[src/rtl/seg14_pkg.sv]
// Shared constants and the 14-segment font for the scrolling display scanner.
// Segment bit order, MSB first: a b c d e f g1 g2 h i j k l m (h/j/k/m diagonals, i/l centre verticals).
package seg14_pkg;

    localparam int CHAR_SPACE = 36;
    localparam int NUM_DIGITS = 12;
    localparam int FONT_CODES = 37;

    typedef logic [13:0] seg_t;

    localparam seg_t FONT [FONT_CODES] = '{
        14'b11111100001001,  // 0
        14'b01100000001000,  // 1
        14'b11011011000000,  // 2
        14'b11110001000000,  // 3
        14'b01100111000000,  // 4
        14'b10110111000000,  // 5
        14'b10111111000000,  // 6
        14'b11100000000000,  // 7
        14'b11111111000000,  // 8
        14'b11110111000000,  // 9
        14'b11101111000000,  // A
        14'b11110001010010,  // B
        14'b10011100000000,  // C
        14'b11110000010010,  // D
        14'b10011110000000,  // E
        14'b10001110000000,  // F
        14'b10111101000000,  // G
        14'b01101111000000,  // H
        14'b10010000010010,  // I
        14'b01111000000000,  // J
        14'b00001110001100,  // K
        14'b00011100000000,  // L
        14'b01101100101000,  // M
        14'b01101100100100,  // N
        14'b11111100000000,  // O
        14'b11001111000000,  // P
        14'b11111100000100,  // Q
        14'b11001111000100,  // R
        14'b10110111000000,  // S
        14'b10000000010010,  // T
        14'b01111100000000,  // U
        14'b00001100001001,  // V
        14'b01101100000101,  // W
        14'b00000000101101,  // X
        14'b00000000101010,  // Y
        14'b10010000001001,  // Z
        14'b00000000000000   // space
    };

endpackage

[src/rtl/seg14_font.sv]
// Combinational character-code to 14-segment encoder; codes outside the font are blank.
module seg14_font
    import seg14_pkg::*;
(
    input  logic [5:0]  code_i,
    output logic [13:0] seg_o
);

    // NOTE: every output of a combinational block gets a default first, so no path can infer a latch.
    always_comb begin
        seg_o = '0;
        if (code_i < 6'(FONT_CODES)) begin
            seg_o = FONT[code_i];
        end
    end

endmodule

[src/rtl/seg14_scroll_scan.sv]
// Multiplexed 12-digit 14-segment scanner fed from a double-banked message buffer,
// with optional scrolling of messages longer than the display.
module seg14_scroll_scan
    import seg14_pkg::*;
#(
    parameter int CLK_DIV       = 1000,
    parameter int SCROLL_FRAMES = 50,
    parameter int MSG_MAX       = 16
) (
`ifdef USE_POWER_PINS
    inout  wire         vdd,
    inout  wire         vss,
`endif
    input  logic        clk,
    input  logic        rst_n,
    input  logic        wr_valid,
    output logic        wr_ready,
    input  logic [3:0]  wr_addr,
    input  logic [5:0]  wr_char,
    input  logic        commit,
    input  logic [4:0]  commit_len,
    input  logic        scroll_en,
    output logic [11:0] sel,
    output logic [13:0] segm,
    output logic        frame_end
);

    localparam int PW = (CLK_DIV > 1) ? $clog2(CLK_DIV) : 1;
    localparam int FW = (SCROLL_FRAMES > 1) ? $clog2(SCROLL_FRAMES) : 1;
    localparam logic [PW-1:0] PRESC_LAST = PW'(CLK_DIV - 1);
    localparam logic [FW-1:0] FRAME_LAST = FW'(SCROLL_FRAMES - 1);
    localparam logic [3:0]    PTR_LAST   = 4'(NUM_DIGITS - 1);
    localparam logic [4:0]    LEN_MAX    = 5'(MSG_MAX);

    logic [PW-1:0] prescaler_q, prescaler_d;
    logic [3:0]    ptr_q, ptr_d;
    logic [3:0]    offset_q, offset_d;
    logic [FW-1:0] frame_cnt_q, frame_cnt_d;
    logic [4:0]    active_len_q, active_len_d;
    logic [4:0]    len_pend_q, len_pend_d;
    logic          pending_q, pending_d;
    logic          bank_sel_q, bank_sel_d;
    logic [11:0]   sel_q, sel_d;
    logic [13:0]   segm_q, segm_d;
    logic          frame_end_q, frame_end_d;

    logic [5:0]    bank_q [2][MSG_MAX];

    logic          tick, frame_tick, scrolling, blank;
    logic          wr_fire, commit_fire;
    logic [4:0]    idx_sum, idx_wrap;
    logic [3:0]    idx, offset_inc;
    logic [4:0]    len_clamped;
    logic [5:0]    cur_char;
    logic [13:0]   font_seg;

    assign tick        = (prescaler_q == PRESC_LAST);
    assign frame_tick  = tick && (ptr_q == PTR_LAST);
    assign scrolling   = scroll_en && (active_len_q > 5'(NUM_DIGITS));
    assign wr_fire     = wr_valid && !pending_q;
    assign commit_fire = commit && !pending_q;
    assign len_clamped = (commit_len > LEN_MAX) ? LEN_MAX : commit_len;

    // offset < active_len and ptr <= 11 keep the sum below 2*active_len, so one subtract wraps it.
    assign idx_sum    = 5'(offset_q) + 5'(ptr_q);
    assign idx_wrap   = (idx_sum >= active_len_q) ? idx_sum - active_len_q : idx_sum;
    assign idx        = scrolling ? 4'(idx_wrap) : ptr_q;
    assign blank      = !scrolling && (5'(ptr_q) >= active_len_q);
    assign offset_inc = (5'(offset_q) + 5'd1 == active_len_q) ? 4'd0 : offset_q + 4'd1;
    assign cur_char   = bank_q[bank_sel_q][idx];

    seg14_font u_font (
        .code_i (cur_char),
        .seg_o  (font_seg)
    );

    always_comb begin
        prescaler_d  = tick ? '0 : prescaler_q + 1'b1;
        ptr_d        = ptr_q;
        offset_d     = offset_q;
        frame_cnt_d  = frame_cnt_q;
        active_len_d = active_len_q;
        len_pend_d   = len_pend_q;
        pending_d    = pending_q;
        bank_sel_d   = bank_sel_q;
        sel_d        = sel_q;
        segm_d       = segm_q;
        frame_end_d  = frame_tick;

        if (tick) begin
            ptr_d  = (ptr_q == PTR_LAST) ? 4'd0 : ptr_q + 4'd1;
            sel_d  = 12'(1) << ptr_q;
            segm_d = blank ? '0 : font_seg;
        end

        // Bank swap and scroll advance both happen only at the frame boundary.
        if (frame_tick) begin
            if (pending_q) begin
                bank_sel_d   = ~bank_sel_q;
                active_len_d = len_pend_q;
                offset_d     = '0;
                frame_cnt_d  = '0;
                pending_d    = 1'b0;
            end else if (scrolling) begin
                if (frame_cnt_q == FRAME_LAST) begin
                    frame_cnt_d = '0;
                    offset_d    = offset_inc;
                end else begin
                    frame_cnt_d = frame_cnt_q + 1'b1;
                end
            end else begin
                offset_d    = '0;
                frame_cnt_d = '0;
            end
        end

        if (commit_fire) begin
            pending_d  = 1'b1;
            len_pend_d = len_clamped;
        end
    end

    // NOTE: sequential state uses non-blocking assignments so every register samples pre-edge values.
    always_ff @(posedge clk or negedge rst_n) begin
        if (!rst_n) begin
            prescaler_q  <= '0;
            ptr_q        <= '0;
            offset_q     <= '0;
            frame_cnt_q  <= '0;
            active_len_q <= '0;
            len_pend_q   <= '0;
            pending_q    <= 1'b0;
            bank_sel_q   <= 1'b0;
            sel_q        <= '0;
            segm_q       <= '0;
            frame_end_q  <= 1'b0;
        end else begin
            prescaler_q  <= prescaler_d;
            ptr_q        <= ptr_d;
            offset_q     <= offset_d;
            frame_cnt_q  <= frame_cnt_d;
            active_len_q <= active_len_d;
            len_pend_q   <= len_pend_d;
            pending_q    <= pending_d;
            bank_sel_q   <= bank_sel_d;
            sel_q        <= sel_d;
            segm_q       <= segm_d;
            frame_end_q  <= frame_end_d;
        end
    end

    // NOTE: the buffer is built from flops rather than a RAM macro because reset must refill it with spaces.
    always_ff @(posedge clk or negedge rst_n) begin
        if (!rst_n) begin
            for (int b = 0; b < 2; b++) begin
                for (int a = 0; a < MSG_MAX; a++) begin
                    bank_q[b][a] <= 6'(CHAR_SPACE);
                end
            end
        end else if (wr_fire) begin
            bank_q[~bank_sel_q][wr_addr] <= wr_char;
        end
    end

    assign wr_ready  = !pending_q;
    assign sel       = sel_q;
    assign segm      = segm_q;
    assign frame_end = frame_end_q;

endmodule

[config.mk]
export PLATFORM = sky130hd
export DESIGN_NAME = seg14_scroll_scan
export DESIGN_NICKNAME = d
export VERILOG_FILES = /design/src/rtl/seg14_pkg.sv /design/src/rtl/seg14_font.sv /design/src/rtl/seg14_scroll_scan.sv
export SDC_FILE = /design/constraint.sdc
export NUM_CORES = 1
export LEC_CHECK = 0
export ABC_AREA = 1
export BUFFER_PORTS_ARGS = -buffer_cell sky130_fd_sc_hd__buf_2
export CORE_MARGIN = 2
export CORE_UTILIZATION = 65
export CTS_CLUSTER_SIZE = 12
export DETAILED_ROUTE_END_ITERATION = 10
export PLACE_DENSITY = 0.83
export RECOVER_POWER = 50
export SLEW_MARGIN = 40
export SYNTH_ARGS = -nofsm -noshare
export SYNTH_HDL_FRONTEND = slang
export SYNTH_SLANG_ARGS = --single-unit
[constraint.sdc]
create_clock -name clk -period 6.11 [get_ports clk]
set_input_delay 1.222 -clock clk [delete_from_list [all_inputs] [get_ports clk]]
set_output_delay 1.222 -clock clk [all_outputs]
set_load 0.005 [all_outputs]
==> impl_summary.md, run 1 <==
Status
The run finished, with violations left. The checks that failed: capacitance limit, slew limit.

Critical path
For the worst flop-to-flop path, the logic depth is 27. The capture point of the worst path is segm[10]. The worst register-to-register path begins at ptr_q[0].

Of all nets on the critical path, the largest fanout is 39. The worst setup path is captured at a flop. Data on the critical path arrives at its endpoint at 5.24 ns. In this run the worst setup path begins at ptr_q[0]. The setup check on the worst reg-to-reg path leaves a slack of 1.30 ns. The reg-to-reg critical path endpoint is segm[10]. For the worst setup path, the data required time is 6.54 ns. STA classifies the critical path startpoint as a flop. The worst setup path is of the flop to flop kind.

Power
VDD sags by at most 0.311 mV. The total leakage power is 6.41 nW. The power density normalized to cell area is 238 nW/um^2.

Clock tree
The CTS tree is built. The later pin in the worst-skew pair is clocked with a latency of 0.55 ns. The count of hold-fix buffers inserted at cts is 0. In this run the post-CTS setup repair buffer count came out at 0. The maximum buffer depth of the clock tree is 3. The number of clock buffers added by TritonCTS is 27.

In this run the clock root is driven by a sky130_fd_sc_hd__clkbuf_16. The number of gates resized after CTS was 0. The register clock-pin slew on the reported worst setup and hold paths is 0.06 ns. The clock net in this run drives a total of 255 sinks.

The deepest level of the CTS H-tree is 1.

STA
The maximum clock skew at final layout is 0.0130 ns. The headroom to the max-slew limit is -1.13. The highest achievable clock rate is 208 MHz. Setup repair after global routing left no endpoint under its margin.

The total count of hold-check failures in the final report is 0. For the pin with the worst max-slew slack, the measured transition is 3.19 ns. The clock period could shrink to 4.81 ns.

The total negative slack is 0 ns. The number of endpoints failing setup at the final stage is 0. Of the available clock period, the critical path in the final layout requires 0.787. The max-slew violation count came to 101.

Route
In this run the remaining antenna-violating nets after routing total 0. The wire length per cell is 16.5 um. The first-pass detailed-route iteration total is 5. In the routed design, unresolved DRC markers number 0. The final routed wirelength across all metal layers is 31.6 mm. The detailed router placed 11100 vias in this run. The detail-routed via count per cell is 5.81. In this run, the number of DRC markers left after iteration 0 of detailed routing was 1187.

Global routing
Across every metal layer, demand over resource in global routing totals 0.300. The total overflow left after global routing is 0. The first global-routing pass estimated 52.7 mm of wire. The number of antenna violations at the first check in global routing is 0. Entering global routing, the biggest net connects 120 pins. The number of global-route vias before repair came to 10600.

Floorplan
The die is 147 um tall. The full die area is 21500 um^2. The core box area is 20100 um^2. The effective utilization at floorplan is 0.658. The die is 147 um wide. Row generation in the floorplan step produced 52 rows. The total I/O pin count is 48.

Logic synthesis
After synthesis, the most frequently instantiated cells are sky130_fd_sc_hd__nand2_1, sky130_fd_sc_hd__o21ai_0, sky130_fd_sc_hd__dfrtp_1. Synthesis produced 1635 cells. The register area share after synthesis is 0.489. Summed over all instances, the cell type with the most area after synthesis is sky130_fd_sc_hd__dfrtp_1. The number of synthesis warnings is 0. Counting flops and latches in the post-synthesis netlist gives 255. The number of enable-type register cells in the synthesized netlist is 0.

Counting every net in the synthesized netlist gives 1688. The share of synthesized area in the top cell type comes to 0.362. The leading register cell type out of synthesis is sky130_fd_sc_hd__dfrtp_1. In this run the mean area of a mapped cell was 8.08 um^2. The async set or reset register ratio after synthesis is 1.00.

Yosys mapped the design onto 43 distinct sky130hd cell types. Ranked by total cell area, the synthesized netlist is headed by sky130_fd_sc_hd__dfrtp_1, sky130_fd_sc_hd__nand2_1, sky130_fd_sc_hd__dfstp_2. The leading cell type by number of instances after synthesis is sky130_fd_sc_hd__nand2_1.

The cell area that synthesis handed to floorplanning was 13200 um^2.

Placement
The routability-driven placement congestion ratio is 0.923. The number of buffers added on ports is 47. The post-placement cell count is 1867. The half-perimeter wire length after detailed placement is 20.7 mm.

Layout
The number of fill cells in the layout is 1537. Summing all flip-flop and latch instances after layout gives 6460 um^2. The repair_antennas step left the layout with diodes totalling 0. The number of nets in the final layout is 1679.

The count of non-filler cells in the finished layout is 1917. The post-synthesis to final-layout area growth is 8.23%. Summing all multi-input logic gate instances after layout gives 5960 um^2.

The ratio of cells with drive above 1 in the final layout is 0.129.

Hold path
The worst hold-check path type is flop to flop.

Flow run
The reported max-cap violation count is 2.
==> how the worst min path moves through the flow <==
stage,startpoint,endpoint,slack [ns],cells after the start
3_3_place_gp,prescaler_q[0],prescaler_q[0],0.45,1
6_report,prescaler_q[0],prescaler_q[0],0.46,1
3_5_place_dp,segm[3],segm[3],0.46,2
5_1_grt,prescaler_q[0],prescaler_q[0],0.49,1
2_1_floorplan,prescaler_q[0],prescaler_q[0],0.43,1
4_1_cts,prescaler_q[0],prescaler_q[0],0.46,1
==> placed cells by master (no fill, tap or decap), types with 2 or more instances in the layout <==
cell type                     n
sky130_fd_sc_hd__a21oi_1     21
sky130_fd_sc_hd__a21oi_2      2
sky130_fd_sc_hd__buf_2       46
sky130_fd_sc_hd__buf_4        7
sky130_fd_sc_hd__clkbuf_1    15
sky130_fd_sc_hd__clkbuf_16   27
sky130_fd_sc_hd__clkbuf_8     5
sky130_fd_sc_hd__clkinv_1     2
sky130_fd_sc_hd__clkinv_2     2
sky130_fd_sc_hd__dfrtp_1    190
sky130_fd_sc_hd__dfstp_2     64
sky130_fd_sc_hd__fa_1         2
sky130_fd_sc_hd__ha_1        31
sky130_fd_sc_hd__inv_1       73
sky130_fd_sc_hd__inv_2       13
sky130_fd_sc_hd__mux2i_1     41
sky130_fd_sc_hd__nand2_1    503
sky130_fd_sc_hd__nand2_2     13
sky130_fd_sc_hd__nand2_4      4
sky130_fd_sc_hd__nand3_1    175
sky130_fd_sc_hd__nand3_2     10
sky130_fd_sc_hd__nand3_4      2
sky130_fd_sc_hd__nand4_1      8
sky130_fd_sc_hd__nor2_1      95
sky130_fd_sc_hd__nor3_1      10
sky130_fd_sc_hd__nor3b_1      2
sky130_fd_sc_hd__o211ai_1     5
sky130_fd_sc_hd__o21a_1       2
sky130_fd_sc_hd__o21ai_0    236
sky130_fd_sc_hd__o21ai_1      4
sky130_fd_sc_hd__o21ai_2      4
sky130_fd_sc_hd__o22ai_1      3
sky130_fd_sc_hd__or2_2        2
sky130_fd_sc_hd__xnor2_1      2
sky130_fd_sc_hd__xor2_1       9
==> critical path: stages (launching register included) <==
cell and delay (ns):
sky130_fd_sc_hd__dfrtp_1 0.46, sky130_fd_sc_hd__ha_1 0.26, sky130_fd_sc_hd__fa_1 0.39, sky130_fd_sc_hd__nand2_1 0.07
sky130_fd_sc_hd__inv_1 0.05, sky130_fd_sc_hd__o21ai_0 0.15, sky130_fd_sc_hd__nand2_1 0.07, sky130_fd_sc_hd__ha_1 0.30
sky130_fd_sc_hd__a21oi_2 0.33, sky130_fd_sc_hd__nand3_4 0.16, sky130_fd_sc_hd__nand2_1 0.10, sky130_fd_sc_hd__nand3_2 0.08
sky130_fd_sc_hd__nand2_1 0.07, sky130_fd_sc_hd__buf_4 0.41, sky130_fd_sc_hd__nand2_1 0.18, sky130_fd_sc_hd__nand3_1 0.13
sky130_fd_sc_hd__nand3_1 0.14, sky130_fd_sc_hd__nand3_1 0.19, sky130_fd_sc_hd__nand2_2 0.16, sky130_fd_sc_hd__inv_2 0.17
sky130_fd_sc_hd__ha_1 0.18, sky130_fd_sc_hd__nand3_1 0.19, sky130_fd_sc_hd__nand3_1 0.15, sky130_fd_sc_hd__nand3_1 0.08
sky130_fd_sc_hd__nand2_1 0.07, sky130_fd_sc_hd__nand2_1 0.04, sky130_fd_sc_hd__nand2_1 0.06, sky130_fd_sc_hd__nand2_1 0.04
==> per-stage QoR <==
step / worst slack [ns] / util / total power [W] / area (um^2) / hold slack [ns]
finish: 1.30 / 0.712 / 0.00340 / 14300 / 0.461
global route: 0.966 / 0.712 / 0.00350 / 14300 / 0.486
CTS: 1.43 / 0.712 / 0.00342 / 14300 / 0.462
detailed placement: 1.44 / 0.670 / 0.00184 / 13500 / 0.460
global placement: 1.50 / 0.668 / 0.00184 / 13400 / 0.445
floorplan: 2.26 / - / 0.00178 / 13200 / 0.433
==> area by class of cell <==
cell class / count / area share
clock inverter: 5 / 0.00472
clock buffer: 45 / 0.0554
tap: 270 / 0.0236
timing repair buffer: 57 / 0.0236
multi-input combinational: 1195 / 0.417
sequential: 255 / 0.452
inverter: 90 / 0.0241
==> layer usage <==
layer  GRT usage  share of wire
met5           0              0
met4       0.118          0.038
met3      0.0388          0.060
met2       0.488           0.48
met1       0.415           0.43
==> flip-flops by register name (all words and copies together) (netlist names) <==
name          count
bank_q          192
segm             14
sel              12
prescaler_q      10
frame_cnt_q       6
active_len_q      5
len_pend_q        5
offset_q          4
ptr_q             4
bank_sel_q        1
frame_end         1
pending_q         1
==> cell families (layout without fill, tap and decap cells) <==
family,Yosys count,after routing,synth area share
AO/OA/AOI/OAI,281,281,0.111
XOR/XNOR,11,11,0.00729
adder cells (fa/ha/maj),33,33,0.0324
buffers and inverters,185,197,0.0614
flip-flops,255,255,0.489
multiplexers,41,41,0.0310
AND/OR/NAND/NOR,829,829,0.268
==> power breakdown <==
group | internal [W] | total [W] | switching (W)
Combinational | 0.0000175 | 0.0000897 | 0.0000721
Clock | 0.000928 | 0.00159 | 0.000663
Sequential | 0.00171 | 0.00172 | 0.00000834
(Power assumes the default switching activity.)
==> run 2: changes to the inputs <==
--- a/config.mk
+++ b/config.mk
@@ -5,13 +5,13 @@
 export SDC_FILE = /design/constraint.sdc
 export NUM_CORES = 1
 export LEC_CHECK = 0
-export ABC_AREA = 1
+export ABC_AREA = 0
 export BUFFER_PORTS_ARGS = -buffer_cell sky130_fd_sc_hd__buf_2
 export CORE_MARGIN = 2
-export CORE_UTILIZATION = 65
+export CORE_UTILIZATION = 57
 export CTS_CLUSTER_SIZE = 12
 export DETAILED_ROUTE_END_ITERATION = 10
-export PLACE_DENSITY = 0.83
+export PLACE_DENSITY = 0.77
 export RECOVER_POWER = 50
 export SLEW_MARGIN = 40
 export SYNTH_ARGS = -nofsm -noshare
==> constraint.sdc (replaced) <==
create_clock -name clk -period 4.19 [get_ports clk]
set_input_delay 0.838 -clock clk [delete_from_list [all_inputs] [get_ports clk]]
set_output_delay 0.838 -clock clk [all_outputs]
set_load 0.005 [all_outputs]
==> run 2 against run 1 <==
Net effect:
- the flow finishes with violations (capacitance limit, slew limit, setup timing)
- critical path depth down 10
- clock-buffer cell count decreased by 3
- synthesized cell count fell by 27%
- via count fell by 4.4%
- critical path type unchanged
- largest power group is now the clock network
- highest routed layer unchanged
==> impl_summary.md, run 2 <==
Status
Run status: finished, violations left (unchanged). Failing checks: capacitance limit, slew limit, setup timing (was capacitance limit, slew limit).

Global routing
The total routing resource utilization after global routing was 0.298 (was 0.300). The number of antenna violations at the first check in global routing was 0 (unchanged). The number of global-route vias before repair is 10800 (was 10600).

The largest net degree at the start of global routing is 115 (was 120). The global-route wire length before repair came to 60.8 mm (was 52.7 mm). The leftover overflow at the end of global routing is 0 (unchanged).

Logic synthesis
The mux share of post-synthesis cell area is 0.249 (was 0.0310). List of most frequent post-synthesis cells: sky130_fd_sc_hd__mux2_2, sky130_fd_sc_hd__dfrtp_1, sky130_fd_sc_hd__nand2_1 (was sky130_fd_sc_hd__nand2_1, sky130_fd_sc_hd__o21ai_0, sky130_fd_sc_hd__dfrtp_1). The combinational family with the most area after synthesis is multiplexers (was simple AND/OR/NAND/NOR gates). The number of enable-type register cells in the synthesized netlist is 0 (unchanged). The leading register cell type out of synthesis is sky130_fd_sc_hd__dfrtp_1 (unchanged). The async set or reset register ratio after synthesis was 1.00 (unchanged). The arithmetic-cell share of the synthesized area counting full adders, half adders and majority gates is 0.0305 (was 0.0324).

The number of synthesized register bits is 255 (unchanged). The number of different library cells in the post-synthesis netlist is 88 (was 43). The share of the synthesized area in the top cell type is 0.340 (was 0.362). The synthesized cell area is 14000 um^2 (was 13200 um^2). The synthesized instance count came to 1197 (was 1635). The xor/xnor share of the synthesized area is 0.0112 (was 0.00729). Main area contributors after synthesis: sky130_fd_sc_hd__dfrtp_1, sky130_fd_sc_hd__mux2_2, sky130_fd_sc_hd__dfstp_2 (was sky130_fd_sc_hd__dfrtp_1, sky130_fd_sc_hd__nand2_1, sky130_fd_sc_hd__dfstp_2). The compound-gate portion of the synthesized area was 0.111 (about the same). The cell type contributing the most total cell area after synthesis is sky130_fd_sc_hd__dfrtp_1 (unchanged). The register area share after synthesis is 0.460 (was 0.489).

The leading cell type by number of instances after synthesis is sky130_fd_sc_hd__mux2_2 (was sky130_fd_sc_hd__nand2_1). The number of synthesis warnings was 0 (unchanged). The net count after synthesis came to 1250 (was 1688). The mean area per synthesized cell is 11.7 um^2 (was 8.08 um^2). The fraction of the mapped netlist area in simple logic gates was 0.108 (was 0.268).

Clock tree
The number of buffers created by CTS is 28 (was 27). The clock latency reported for the late side of the worst-skew pair is 0.56 ns (was 0.55 ns). The maximum buffer depth of the clock tree is 3 (unchanged). The number of clock sinks came to 255 (unchanged). The deepest level of the CTS H-tree is 1 (unchanged). The cell at the root of the clock tree is sky130_fd_sc_hd__clkbuf_16 (unchanged). The CTS tree is built (unchanged).

The register clock-pin slew on the reported worst setup and hold paths is 0.06 ns (about the same).

Layout
The number of fill cells in the layout came to 1709 (was 1537). The count of non-filler cells in the finished layout was 1718 (was 1917). Commonest cells after routing, fill and taps aside: sky130_fd_sc_hd__mux2_2, sky130_fd_sc_hd__dfrtp_1, sky130_fd_sc_hd__buf_4, sky130_fd_sc_hd__nand2_1, sky130_fd_sc_hd__dfstp_2 (was sky130_fd_sc_hd__nand2_1, sky130_fd_sc_hd__o21ai_0, sky130_fd_sc_hd__dfrtp_1, sky130_fd_sc_hd__nand3_1, sky130_fd_sc_hd__nor2_1). The ratio of cells with drive above 1 in the final layout came to 0.461 (was 0.129). The post-synthesis to final-layout area growth was 21.1% (was 8.23%). The largest register by flop count is bank_q (unchanged). The number of flip-flops in the largest register was 192 (unchanged). The leading cell type in the layout, fill and taps excluded is sky130_fd_sc_hd__mux2_2 (was sky130_fd_sc_hd__nand2_1). The number of nets in the final layout is 1425 (was 1679).

The total inserted antenna cells is 0 (unchanged).

Placement
The number of buffers added on ports is 47 (unchanged). The worst slack at placement is -0.467 ns (was 1.44 ns). The half-perimeter wire length after detailed placement came to 26.8 mm (was 20.7 mm). The routability-driven placement congestion ratio is 0.997 (was 0.923).

The post-placement cell count is 1648 (was 1867).

Critical path
The worst path required time was 4.68 ns (was 6.54 ns). The cell type of the slowest stage on the worst timing path is sky130_fd_sc_hd__fa_2 (was sky130_fd_sc_hd__dfrtp_1). The cell class contributing the biggest share of worst-path delay was adder cells (was simple AND/OR/NAND/NOR gates).

The highest net fanout along the worst path is 4 (was 39). The startpoint-to-endpoint class of the critical path is flop to flop (unchanged). The buffer and inverter count on the worst path is 2 (was 3).

The critical path data arrival time is 5.07 ns (was 5.24 ns). The most repeated library cell on the critical path is sky130_fd_sc_hd__mux4_2 (was sky130_fd_sc_hd__nand2_1). The delay contributed by the slowest stage of the critical path is 0.57 ns (was 0.46 ns). Traced cell by cell, the critical path runs through ha_2, fa_2, inv_1, fa_1, nand2_1, o21ai_2, nor3_1, nor2_2, mux4_2, a22oi_2, nand2_2, inv_4, ha_4, mux4_2, nand2b_4, o31ai_2, a221o_1. The sort of element at the end of the critical path is a flop (unchanged). The category of the worst setup path launch point is a flop (unchanged).

Route
The final routed wirelength across all metal layers is 38.6 mm (was 31.6 mm). The routed length on met3 came to 2.67 mm (was 1.89 mm). The first-pass detailed-route iteration total is 5 (unchanged). The met1 layer wirelength in the final routing was 15.9 mm (was 13.5 mm). The iteration-0 DRC count of the detailed router was 1002 (was 1187). The detailed-route via count was 10600 (was 11100). The post-detailed-route count of antenna-violating nets came to 0 (unchanged).

The detail-routed via count per cell was 6.19 (was 5.81). The number of design rule violations left after detail routing is 0 (unchanged). The top layer reached by signal wires is met4 (unchanged). The wire length per cell came to 22.5 um (was 16.5 um). The length of routed met2 wiring is 18.6 mm (was 15.1 mm).

Power
The relative contribution of combinational cells to total power is 0.024 (was 0.026). The internal cell power is 0.00407 W (was 0.00266 W). The switching power as a share of total power was 0.217 (was 0.219). The clock network fraction of total power was 0.492 (was 0.468).

The total leakage power came to 7.69 nW (was 6.41 nW). The net switching component of the power is 0.00112 W (was 0.000743 W). The power density normalized to cell area is 305 nW/um^2 (was 238 nW/um^2).

The part of the total power dissipated in sequential elements was 0.484 (was 0.506). The peak supply drop is 0.378 mV (was 0.311 mV).

Floorplan
The total I/O pin count came to 48 (unchanged). The overall die width is 161 um (was 147 um). The number of placement rows is 57 (was 52). The effective utilization at floorplan came to 0.579 (was 0.658).

The die height came to 161 um (was 147 um). The full die area is 25900 um^2 (was 21500 um^2). The core box area is 24200 um^2 (was 20100 um^2).

STA
The final critical-path setup slack was -0.386 ns (was 1.30 ns). The headroom to the max-slew limit came to -0.325 (was -1.13). The total negative slack is -3.36 ns (was 0 ns). The max-slew violation count is 262 (was 101). The maximum clock skew at final layout is 0.0105 ns (was 0.0130 ns). The post-route clock period utilization is 1.09 (was 0.787). The minimum clock period after layout is 4.58 ns (was 4.81 ns).

The highest achievable clock rate is 219 MHz (was 208 MHz). The worst hold slack came to 0.458 ns (was 0.461 ns). The total count of hold-check failures in the final report was 0 (unchanged). Setup repair after global routing missed its margin: yes (was no). The number of endpoints failing setup at the final stage is 14 (was 0). The slew at the pin with the worst max-slew slack came to 1.99 ns (was 3.19 ns).

Hold path
The worst hold-check path type is flop to flop (unchanged).

Flow run
The reported max-cap violation count is 4 (was 2).
run 2: power by group through the flow:
stage               clock, W  sequential (W)  combinational (W)
floorplan                  0         0.00255          0.0000495
global placement           0         0.00255           0.000128
detailed placement         0         0.00255           0.000133
CTS                  0.00257         0.00251           0.000133
global route         0.00268         0.00251           0.000142
finish               0.00255         0.00251           0.000127
run 2: logic make-up after synthesis:
kind of cell | after synthesis
AND/OR/NAND/NOR | 306
XOR/XNOR | 18
adder cells (fa/ha/maj) | 33
multiplexers | 288
buffers and inverters | 89
AO/OA/AOI/OAI | 208
flip-flops | 255
run 2: layout make-up:
| type | instances | area [um^2] | area share |
|---|---|---|---|
| multi-input combinational | 853 | 7480 | 0.440 |
| sequential | 255 | 6460 | 0.380 |
| timing repair buffer | 211 | 1620 | 0.0950 |
| clock buffer | 42 | 783 | 0.0460 |
| tap | 324 | 405 | 0.0238 |
| clock inverter | 10 | 175 | 0.0103 |
| inverter | 23 | 88.8 | 0.00522 |
run 2: repair_timing:
item / 4_1_cts / 5_1_grt
endpoints found under the setup margin: 14 / 14
setup buffers: 4 / 11
resized for setup: 15 / 37
pin swaps: 11 / 22
hold buffers: 0 / 0
cloned: 0 / 2
run 2: per-stage QoR:
stage / power [W] / instance area [um^2] / util
after detailed placement: 0.00268 / 15700 / 0.646
after CTS: 0.00522 / 16700 / 0.690
after global placement: 0.00268 / 15700 / 0.645
after global routing: 0.00534 / 17000 / 0.701
final: 0.00519 / 17000 / 0.701
after floorplan: 0.00260 / 14100 / -
run 2: layer usage:
metal  up-vias  GRT usage
met2       437      0.491
met1      5332      0.406
met4         0     0.0974
li1       4764          -
met3       104     0.0511
met5         -          0
run 2: tightest hold or removal path: stages (launching register included):
cell                      delay [ns]
sky130_fd_sc_hd__dfrtp_1        0.33
sky130_fd_sc_hd__nand2_1        0.05
sky130_fd_sc_hd__nand2_1        0.05
run 2: final timing paths:
path	start	endpoint	slack, ns	cells past startpoint
max	offset_q[0]	segm[10]	-0.39	17
min	sel[2]	sel[2]	0.46	2
max reg2reg	offset_q[0]	segm[10]	-0.39	17
min reg2reg	sel[2]	sel[2]	0.46	2
max in group asynchronous	rst_n	bank_q[24]	0.65	2
min in group asynchronous	rst_n	frame_cnt_q[4]	0.84	1
